`src/rtl/alu_seq_pkg.sv`:
```
// Shared types and command-byte field positions for the ALU op sequencer.
package alu_seq_pkg;

  typedef enum logic [1:0] {IDLE, EXEC, HOLD} seq_state_t;

  typedef struct packed {
    logic [3:0] a;
    logic [1:0] sel;
  } alu_cmd_t;

  localparam int CMD_A_MSB   = 7;
  localparam int CMD_A_LSB   = 4;
  localparam int CMD_SEL_MSB = 3;
  localparam int CMD_SEL_LSB = 2;

endpackage

```
`src/rtl/seq_cmd_fifo.sv`:
```
// Synchronous command queue; pointers carry one extra wrap bit so full and
// empty are distinguishable without a separate occupancy counter.
module seq_cmd_fifo
  import alu_seq_pkg::*;
#(
  parameter int DEPTH = 4
) (
  input  logic     clk,
  input  logic     rst,
  input  logic     push,
  input  alu_cmd_t wr_data,
  input  logic     pop,
  output alu_cmd_t rd_data,
  output logic     full,
  output logic     empty
);

  localparam int AW = $clog2(DEPTH);

  alu_cmd_t      mem [DEPTH];
  logic [AW:0]   wr_ptr;
  logic [AW:0]   rd_ptr;

  assign empty   = (wr_ptr == rd_ptr);
  assign full    = (wr_ptr[AW] != rd_ptr[AW]) && (wr_ptr[AW-1:0] == rd_ptr[AW-1:0]);
  assign rd_data = mem[rd_ptr[AW-1:0]];

  always_ff @(posedge clk or posedge rst) begin
    if (rst) begin
      wr_ptr <= '0;
      rd_ptr <= '0;
    end else begin
      if (push && !full) wr_ptr <= wr_ptr + (AW+1)'(1);
      if (pop && !empty) rd_ptr <= rd_ptr + (AW+1)'(1);
    end
  end

  always_ff @(posedge clk) begin
    if (push && !full) mem[wr_ptr[AW-1:0]] <= wr_data;
  end

endmodule

```
`src/rtl/alu_op_sequencer.sv`:
```
// Queues UART command bytes and issues them one at a time to the 4-bit ALU,
// holding each result for a dwell period. Optional sticky flags: ALU_SEQ_STICKY_EN.
//
// state | meaning
// IDLE  | waiting for a queued command; pops and loads operands when one exists
// EXEC  | ALU settling; result and flags captured on the exiting edge
// HOLD  | result displayed for HOLD_CYCLES cycles
module alu_op_sequencer
  import alu_seq_pkg::*;
#(
  parameter int FIFO_DEPTH  = 4,
  parameter int HOLD_CYCLES = 50_000_000,
  parameter int DROP_W      = 8
) (
  input  logic              clk,
  input  logic              rst,
  input  logic              cmd_valid,
  input  logic [7:0]        cmd_data,
  output logic              cmd_ready,
  input  logic [1:0]        b_in,
  output logic [3:0]        alu_a,
  output logic [1:0]        alu_b,
  output logic [1:0]        alu_sel,
  input  logic [3:0]        alu_y,
  input  logic [3:0]        alu_flags,
  output logic [3:0]        res_y,
  output logic [3:0]        res_flags,
  output logic              res_valid,
  output logic              busy,
  output logic [DROP_W-1:0] drop_cnt,
  input  logic              clr_sticky,
  output logic [3:0]        sticky_flags
);

  localparam int              HCW       = $clog2(HOLD_CYCLES + 1);
  localparam logic [HCW-1:0]  HOLD_LOAD = HCW'(HOLD_CYCLES - 1);

  seq_state_t     state;
  logic [HCW-1:0] hold_cnt;
  alu_cmd_t       cmd_in;
  alu_cmd_t       cmd_head;
  logic           fifo_full;
  logic           fifo_empty;
  logic           fifo_push;
  logic           fifo_pop;

  assign cmd_in.a   = cmd_data[CMD_A_MSB:CMD_A_LSB];
  assign cmd_in.sel = cmd_data[CMD_SEL_MSB:CMD_SEL_LSB];

  // No bypass: a push into a full queue is dropped even if a pop happens this cycle.
  assign fifo_push = cmd_valid && !fifo_full;
  assign fifo_pop  = (state == IDLE) && !fifo_empty;
  assign cmd_ready = !fifo_full && !rst;
  assign busy      = (state != IDLE) || !fifo_empty;

  seq_cmd_fifo #(.DEPTH(FIFO_DEPTH)) u_fifo (
    .clk     (clk),
    .rst     (rst),
    .push    (fifo_push),
    .wr_data (cmd_in),
    .pop     (fifo_pop),
    .rd_data (cmd_head),
    .full    (fifo_full),
    .empty   (fifo_empty)
  );

  always_ff @(posedge clk or posedge rst) begin
    if (rst) begin
      state     <= IDLE;
      hold_cnt  <= '0;
      alu_a     <= '0;
      alu_b     <= '0;
      alu_sel   <= '0;
      res_y     <= '0;
      res_flags <= '0;
      res_valid <= 1'b0;
    end else begin
      res_valid <= 1'b0;
      case (state)
        IDLE: begin
          if (!fifo_empty) begin
            alu_a   <= cmd_head.a;
            alu_sel <= cmd_head.sel;
            alu_b   <= b_in;
            state   <= EXEC;
          end
        end
        EXEC: begin
          res_y     <= alu_y;
          res_flags <= alu_flags;
          res_valid <= 1'b1;
          hold_cnt  <= HOLD_LOAD;
          state     <= HOLD;
        end
        HOLD: begin
          if (hold_cnt == '0) state <= IDLE;
          else                hold_cnt <= hold_cnt - HCW'(1);
        end
        default: state <= IDLE;
      endcase
    end
  end

  always_ff @(posedge clk or posedge rst) begin
    if (rst)                                     drop_cnt <= '0;
    else if (cmd_valid && fifo_full && drop_cnt != '1) drop_cnt <= drop_cnt + DROP_W'(1);
  end

`ifdef ALU_SEQ_STICKY_EN
  logic unused_cmd_bits;
  assign unused_cmd_bits = ^cmd_data[1:0];

  // Clear wins over a capture landing in the same cycle.
  always_ff @(posedge clk or posedge rst) begin
    if (rst)                sticky_flags <= '0;
    else if (clr_sticky)    sticky_flags <= '0;
    else if (state == EXEC) sticky_flags <= sticky_flags | alu_flags;
  end
`else
  logic unused_cmd_bits;
  assign unused_cmd_bits = ^{cmd_data[1:0], clr_sticky};
  assign sticky_flags    = 4'b0000;
`endif

endmodule
```
`config.mk`:
```
export PLATFORM = sky130hd
export DESIGN_NAME = alu_op_sequencer
export DESIGN_NICKNAME = d
export VERILOG_FILES = /design/src/rtl/alu_seq_pkg.sv /design/src/rtl/seq_cmd_fifo.sv /design/src/rtl/alu_op_sequencer.sv
export SDC_FILE = /design/constraint.sdc
export NUM_CORES = 1
export LEC_CHECK = 0
export BUFFER_PORTS_ARGS = -buffer_cell sky130_fd_sc_hd__buf_4
export CORE_ASPECT_RATIO = 0.5
export CORE_MARGIN = 2
export CORE_UTILIZATION = 44
export DETAILED_ROUTE_END_ITERATION = 8
export PLACE_DENSITY_LB_ADDON = 0.15
export SYNTH_ARGS = -nofsm -noshare
export SYNTH_HDL_FRONTEND = slang
export SYNTH_HIERARCHICAL = 1
export SYNTH_SLANG_ARGS = --single-unit
```
`constraint.sdc`:
```
create_clock -name clk -period 1.9 [get_ports clk]
set_input_delay 0.38 -clock clk [delete_from_list [all_inputs] [get_ports clk]]
set_output_delay 0.38 -clock clk [all_outputs]
set_load 0.05 [all_outputs]
```
======== Word level (Yosys, flattened, before mapping) ========
Memory sizes are Yosys's and may differ from the RTL's. A register that Yosys moved wholly into a read port is not among the register bits.
Index checks and enable logic that the tools add are counted.
Widths: inputs -> output; s select.
storage, ports and cells
  input port bits ......................... 22
  latch bits .............................. 0
  bits in writable memories ............... 24
  memories kept ........................... 1
  bits in registers ....................... 53
  output and inout bits ................... 31
  ROM bits ................................ 0
memories
  name        depth  bits a word  rd ports  clocked after memory_dff  wr ports  RTL line            RTL
  u_fifo.mem  4      6            1         1                         1         seq_cmd_fifo.sv:20  alu_cmd_t mem [DEPTH];
operators by class
  reduce and logical (&&, ||, !) cells .... 19
  add/subtract/negate cells ............... 4
  multipliers ............................. 0
  $lt $le $gt $ge ......................... 0
  divide/modulo/power cells ............... 0
  multiplexer cells ....................... 8
  bitwise gates (word level) .............. 1
  equal/unequal tests ..................... 9
  shift-type cells ........................ 0
operator list
  cell                   number
  $pmux 26 s2            1
  $logic_not 26->1       1
  $mux 26                1
  $sub 26x1->26 const B  1
  $add 8x1->8 const B    1
  $logic_and 1x1->1      8
  $ne 8x8->1 const B     1
  $add 3x1->3 const B    2
  $ne 2x2->1 const B     3
  $pmux 2 s3             1
  $reduce_and 2->1       3
  $mux 2                 2
  $reduce_bool 2->1      2
  $eq 3x3->1             1
  $logic_not 1->1        3
  $mux 1                 3
  $eq 2x1->1 const B     1
  $eq 2x2->1             1
  $eq 2x2->1 const B     1
  $logic_not 2->1        1
  $logic_or 1x1->1       1
  $ne 1x1->1             1
  $not 1->1              1

======== Depth between registers and ports, before layout ========
Gate-level depths: netlist (run 1).
  depth in word-level cells ............... 7
  depth in mapped cells ................... 8

======== Cells and area by module ========
Netlist (run 1), hierarchy kept.
modules (own cells, without submodules)
  module            area an instance (um2)  seq. area each (um2)  times used  cells each
  alu_op_sequencer  2,683.8                 1,326.3               1           270
  seq_cmd_fifo      1,386.3                 870.8                 1           81

======== Worst setup path before layout (run 1) ========
OpenSTA, ideal clock, no wires.
  path kind ............................... reg-to-output
  start ................................... register u_fifo.rd_ptr[1]
  end ..................................... output port cmd_ready
  arrival ................................. 1.525 ns
  slack ................................... -0.005 ns
  stages on the path, launching flop included .. 6
  data required time ...................... 1.520 ns
  cell sequence ........................... dfrtp_1 > buf_6 > xnor2_1 > nand3_2 > inv_1 > nor2_1
between the ends
  longest elaborated chain between the ends .. 4
ends and longest elaborated chain
  item                    RTL line                RTL
  from (decl)             seq_cmd_fifo.sv:22      logic [AW:0] rd_ptr;
  from (signal assigned)  seq_cmd_fifo.sv:34      if (pop && !empty) rd_ptr <= rd_ptr + (AW+1)'(1);
  $eq 2x2->1              seq_cmd_fifo.sv:25      assign full = (wr_ptr[AW] != rd_ptr[AW]) && (wr_ptr[AW-1:0] == rd_ptr[AW-1:0]);
  $logic_and 1x1->1       seq_cmd_fifo.sv:25
  net fifo_full           alu_op_sequencer.sv:42  logic fifo_full;
  $logic_not 1->1         alu_op_sequencer.sv:53  assign cmd_ready = !fifo_full && !rst;
  $logic_and 1x1->1       alu_op_sequencer.sv:53
  to (decl)               alu_op_sequencer.sv:19  output logic cmd_ready,
The timed path passes the listed nets, and every way through them passes these cells.

======== Final worst setup path (run 1) ========
  start ................................... register u_fifo.wr_ptr[1]
  end ..................................... output port busy
between the ends
  longest elaborated chain between the ends .. 3
ends and longest elaborated chain
  item                    RTL line                RTL
  from (decl)             seq_cmd_fifo.sv:21      logic [AW:0] wr_ptr;
  from (signal assigned)  seq_cmd_fifo.sv:33      if (push && !full) wr_ptr <= wr_ptr + (AW+1)'(1);
  $eq 3x3->1              seq_cmd_fifo.sv:24      assign empty = (wr_ptr == rd_ptr);
  net fifo_empty          alu_op_sequencer.sv:43  logic fifo_empty;
  $logic_not 1->1         alu_op_sequencer.sv:54  assign busy = (state != IDLE) || !fifo_empty;
  $logic_or 1x1->1        alu_op_sequencer.sv:54
  to (decl)               alu_op_sequencer.sv:29  output logic busy,
The timed path passes the listed nets, and every way through them passes these cells.

==> flow_metrics.env, run 1 <==
export IMPL_hold_path_endpoint="res_flags[1]"
export IMPL_cpMaxStageDelayCell="dfrtp_2"
export IMPL_violations="negative setup slack"
export IMPL_hold_class="input port to flop"
export IMPL_synth_cell_types=64
export IMPL_synth_ff_type="dfrtp_1"
export IMPL_final_util_pct=62.30
export IMPL_path_buf_inv=2
export IMPL_synth_area_sq_mm=0.004070
export IMPL_synth_compound_area_share_pct=11.47
export IMPL_vdd_ir_drop_worst_mv=0.9943
export IMPL_drc=0
export IMPL_cap_violations=0
export IMPL_synthAdderAreaFrac_pct=2.152
export IMPL_p_int_mw=5.692
export IMPL_ios=53
export IMPL_grt_ovfl_total=0
export IMPL_fin_crit_ps=1924
export IMPL_ys_warnings_count=6
export IMPL_n_antenna_cell=0
export IMPL_vias=3114
export IMPL_swShare_pct=39.61
export IMPL_cp_max_fo=3
export IMPL_cts_tree="built"
export IMPL_htreeDepth=3
export IMPL_hp_start="alu_flags[1]"
export IMPL_stdcell_count=577
export IMPL_layout_nets=484
export IMPL_start_util_pct=45.95
export IMPL_grt_max_degree=54
export IMPL_r2r_start="hold_cnt[1]"
export IMPL_switchingPower_mw=3.734
export IMPL_combPwrFrac_pct=48.7
export IMPL_antenna_found_initial=0
export IMPL_cp_cell_sequence="xor2_2 > nor3_2 > buf_4 > nand2_2 > buf_8"
export IMPL_cellPowerDensity_mw_per_mm2=1708
export IMPL_synth_seq_area_share_pct=53.98
export IMPL_reg2reg_depth=8
export IMPL_async_reset_ff_share_pct=71.08
export IMPL_setup_ws_ps=-24.17
export IMPL_rsz0062_at_grt="true"
export IMPL_grt_pass1_vias=3182
export IMPL_max_stage_delay_ps=450
export IMPL_root_buffer="clkbuf_16"
export IMPL_critical_path_depth=5
export IMPL_setup_worst_path_end_class="output port"
export IMPL_synth_cells=351
export IMPL_pwr_share_seq_pct=29.5
export IMPL_synth_top_area_share_pct=36.27
export IMPL_core_sq_mm=0.008859
export IMPL_dp_hpwl_mm=6.472
export IMPL_synth_mux_area_share_pct=6.794
export IMPL_layout_common_cells="buf_4, dfrtp_1, nand2_1"
export IMPL_drt_pass1_iter_count=4
export IMPL_synth_edf_count=24
export IMPL_start_kind="flop"
export IMPL_worstReg2RegEnd="hold_cnt[18]"
export IMPL_crit_family="flip-flops"
export IMPL_whs_path_depth=3
export IMPL_rrSetupSlack_ps=-10
export IMPL_area_growth_syn_to_layout_pct=35.60
export IMPL_required_ps=1520
export IMPL_clock_latency_ps=340
export IMPL_status="complete, but fails checks"
export IMPL_cts_buffers=9
export IMPL_drive_gt1_share_pct=40.43
export IMPL_synth_top_family_by_area="simple AND/OR/NAND/NOR gates"
export IMPL_rows=24
export IMPL_crit_arrival_ps=1540
export IMPL_track_usage_pct=19.83
export IMPL_antenna_left=0
export IMPL_clkSinkCount=83
export IMPL_clkPwrFrac_pct=21.8
export IMPL_dp_cells=552
export IMPL_vias_per_cell=5.397
export IMPL_die_area_sq_mm=0.01008
export IMPL_grt_pass1_wl_mm=15.62
export IMPL_finalCritPeriodShare_pct=101.3
export IMPL_leakage_nw=2.252
export IMPL_synth_area_leaders="dfrtp_1, edfxtp_1, nand2_1"
export IMPL_finalSetupViolations=4
export IMPL_yosysTopAreaCell="dfrtp_1"
export IMPL_clock_skew_ps=8.508
export IMPL_wire_per_inst_um=16.19
export IMPL_first_iter_violations=210
export IMPL_critPathKind="flop to output port"
export IMPL_clockBufferDepth=2
export IMPL_clk_pin_slew_ps=60
export IMPL_final_common_cell="buf_4"
export IMPL_place_gp_congestion=0.8839
export IMPL_hold_violations=0
export IMPL_avgSynthCellArea_sq_um=11.60
export IMPL_synth_xor_area_share_pct=4.427
export IMPL_fmax_ghz=0.5197
export IMPL_synth_seq_cells=83
export IMPL_yosys_area_share_simple_pct=17.65
export IMPL_wl_mm=9.340
export IMPL_fp_dieW_um=140.0
export IMPL_portBuffers=45
export IMPL_die_height_um=72.01
export IMPL_slew_violations=0
-- final cells by class --
type	instances	area, sq um
Sequential cell	83	2206
Clock buffer	10	239.0
Multi-Input combinational cell	243	1909
Timing Repair Buffer	103	845.8
Fill cell	673	3339
Clock inverter	6	116.4
Tap cell	117	146.4
Inverter	15	56.30
-- logic make-up after synthesis --
| kind of cell | after synthesis |
|---|---|
| flops | 83 |
| mux | 19 |
| other cells | 1 |
| compound gates | 63 |
| fa+ha+maj | 7 |
| buf+inv | 28 |
| simple gates | 132 |
| xor+xnor | 18 |
-- synthesized netlist by cell type (6+ instances only) --
cell       n
nand4_1    8
edfxtp_1  24
inv_1     14
o21ai_0   17
dfrtp_1   59
nand2_1   48
mux4_2     6
o31ai_1    7
ha_1       7
nor2_1    18
mux2_2     9
or3_1      7
a21oi_1    9
nand3_1    7
nor3_1    10
and3_1     7
xnor2_1   10
-- worst register-to-register path, delay by kind of cell, from the launching register on --
family / cells / cell delay, ps
compound gates: 1 / 360
xor+xnor: 1 / 110
buf+inv: 2 / 250
fa+ha+maj: 1 / 150
simple gates: 3 / 520
flops: 1 / 390
-- registers in the layout (all words and copies together) (netlist names), 3 cells and up --
register       flops
hold_cnt          26
u_fifo/mem        24
drop_cnt           8
alu_a              4
res_flags          4
res_y              4
u_fifo/rd_ptr      3
u_fifo/wr_ptr      3
-- through the flow --
step                      power [mW]  hold WS [ps]  setup TNS, ps  instance area (sq um)  worst slack [ps]
after floorplan                5.416         171.0              0                   4084            0.2411
after global placement         6.911         350.8         -292.7                   4915            -71.35
after detailed placement       7.053         356.9          -1203                   4915            -161.8
after CTS                      9.358         223.7         -66.47                   5376            -66.47
after global routing           9.944         227.8         -989.0                   5519            -99.12
final                          9.426         231.6         -39.75                   5519            -24.17
-- routing by layer --
layer  vias to the layer above  track usage, %  wire [um]
li1                       1496               -          -
met1                      1562           25.23       4192
met5                         -               0          0
met3                         7           4.752        368
met4                         0           6.510         68
met2                        49           34.26       4711
-- worst max path at each step --
stage	start	end	slack, ps
2_1_floorplan	u_fifo/rd_ptr[1]	u_fifo/mem[3][0]	0.2
3_3_place_gp	hold_cnt[0]	hold_cnt[16]	-70
3_5_place_dp	hold_cnt[0]	hold_cnt[16]	-160
4_1_cts	u_fifo/wr_ptr[0]	busy	-70
5_1_grt	u_fifo/wr_ptr[1]	busy	-100
6_report	u_fifo/wr_ptr[1]	busy	-20
-- power by group through the flow --
stage | clock network [mW] | registers (mW) | logic (mW)
CTS | 2.09 | 2.77 | 4.50
floorplan | 0 | 3.46 | 1.95
detailed placement | 0 | 2.75 | 4.30
global route | 2.17 | 2.85 | 4.93
global placement | 0 | 2.72 | 4.19
finish | 2.05 | 2.78 | 4.59
-- what timing repair did --
item	4_1_cts	5_1_grt
resized for setup	15	26
endpoints found under the hold margin	6	0
buffers inserted	3	5
hold buffers	1	0
pin swaps	6	12
endpoints found under the setup margin	31	30
(Power assumes the default switching activity.)
==> run 2: changes to the inputs <==
==> constraint.sdc (replaced) <==
create_clock -name clk -period 2.47 [get_ports clk]
set_input_delay 0.494 -clock clk [delete_from_list [all_inputs] [get_ports clk]]
set_output_delay 0.494 -clock clk [all_outputs]
set_load 0.05 [all_outputs]
==> flow_metrics.env, run 2 (same netlist as run 1, synthesis figures left out) <==
export IMPL_first_iter_violations=220
export IMPL_ios=53
export IMPL_clock_skew_ps=8.334
export IMPL_finalSetupViolations=0
export IMPL_status="complete, no violations"
export IMPL_tightest_slew_ps=519.7
export IMPL_start_util_pct=45.95
export IMPL_vias_per_cell=5.481
export IMPL_crit_family="flip-flops"
export IMPL_leakage_nw=1.982
export IMPL_vias=2916
export IMPL_n_antenna_cell=0
export IMPL_core_sq_mm=0.008859
export IMPL_rsz0062_at_grt="false"
export IMPL_ff_latch_area_sq_mm=0.002198
export IMPL_finalCritPeriodShare_pct=89.52
export IMPL_crit_arrival_ps=1720
export IMPL_final_common_cell="dfrtp_1"
export IMPL_setup_tns_ps=0
export IMPL_cp_cell_sequence="xor2_2 > nand3_2 > inv_1 > nor2_1 > buf_4"
export IMPL_grt_pass1_vias=2854
export IMPL_cap_violations=0
export IMPL_rows=24
export IMPL_drc=0
export IMPL_slew_violations=0
export IMPL_layout_nets=439
export IMPL_track_usage_pct=17.92
export IMPL_cellPowerDensity_mw_per_mm2=1300
export IMPL_fin_crit_ps=2211
export IMPL_clock_latency_ps=350
export IMPL_wl_mm=8.394
export IMPL_die_height_um=72.01
export IMPL_grt_max_degree=54
export IMPL_grt_pass1_wl_mm=14.00
export IMPL_drt_pass1_iter_count=4
export IMPL_hold_class="input port to asynchronous set/reset pin"
export IMPL_required_ps=1980
export IMPL_cp_max_fo=6
export IMPL_place_gp_congestion=0.8999
export IMPL_wire_per_inst_um=15.78
export IMPL_final_util_pct=55.44
export IMPL_portBuffers=45
export IMPL_root_buffer="clkbuf_16"
export IMPL_critPathKind="flop to output port"
export IMPL_power_mw=6.384
export IMPL_cts_buffers=9
export IMPL_largest_register_ffs=26
export IMPL_dp_hpwl_mm=5.956
export IMPL_post_cts_buffers=0
export IMPL_fmax_ghz=0.4523
export IMPL_grt_ovfl_total=0
export IMPL_area_growth_syn_to_layout_pct=20.66
export IMPL_regMostFlops="hold_cnt"
export IMPL_fillers=741
export IMPL_die_area_sq_mm=0.01008
export IMPL_clockBufferDepth=2
export IMPL_path_buf_inv=2
export IMPL_hold_buffers=0
export IMPL_cts_tree="built"
export IMPL_fp_dieW_um=140.0
export IMPL_setup_worst_path_end_class="output port"
export IMPL_max_stage_delay_ps=450
export IMPL_antenna_left=0
export IMPL_layout_common_cells="dfrtp_1, buf_4, nand2_1"
export IMPL_drive_gt1_share_pct=27.71
export IMPL_vdd_ir_drop_worst_mv=0.5285
export IMPL_clk_pin_slew_ps=70
export IMPL_cpMaxStageDelayCell="dfrtp_1"
export IMPL_clkSinkCount=83
export IMPL_max_slew_margin_pct=64.99
export IMPL_multiInputGateArea_sq_mm=0.001749
export IMPL_start_kind="flop"
export IMPL_htreeDepth=3
export IMPL_hold_violations=0
export IMPL_antenna_found_initial=0
==> run 2: layout make-up <==
class                           count  area share (%)
Clock buffer                        9           4.586
Timing Repair Buffer               58           9.121
Tap cell                          117           2.981
Clock inverter                      7           1.783
Inverter                           15           1.146
Multi-Input combinational cell    243           35.62
Sequential cell                    83           44.76
==> run 2: power by group <==
group | switching [mW] | total, mW | internal [mW]
registers | 0.347 | 2.16 | 1.81
logic | 1.77 | 2.82 | 1.05
clock network | 0.591 | 1.40 | 0.810
total | 2.71 | 6.38 | 3.67
==> run 2: worst paths after layout <==
check,from,endpoint,slack (ps),cells after the start
max,u_fifo/wr_ptr[2],cmd_ready,260,5
min,rst,u_fifo/wr_ptr[1],90,2
max reg2reg,hold_cnt[0],hold_cnt[22],300,7
min reg2reg,res_y[3],res_y[3],480,2
max in group asynchronous,rst,res_y[1],1990,3
min in group clk,cmd_data[3],u_fifo/mem[0][1],340,1
==> run 2: what timing repair did <==
item / 4_1_cts / 5_1_grt
endpoints found under the setup margin: 0 / 1
gates resized for setup: 0 / 2
hold endpoints to repair: 0 / 0
==> run 2: layer usage <==
metal  GRT usage, %  share of wire (%)  vias up
li1               -                  -     1403
met1          22.82                 46     1459
met2          29.94                 48       47
met3          7.129                4.6        7
met4          3.143               0.68        0
met5              0                  0        -
==> run 2: stage by stage <==
step / cells / area (sq um) / hold slack [ps] / setup slack, ps
3_5_place_dp: 516 / 4592 / 463.7 / 298.1
6_report: 532 / 4911 / 86.65 / 258.9
3_3_place_gp: 516 / 4592 / 463.9 / 327.8
2_1_floorplan: 354 / 4081 / 285.0 / 451.1
4_1_cts: 532 / 4905 / 91.86 / 16.03
5_1_grt: 532 / 4911 / 90.81 / 77.76
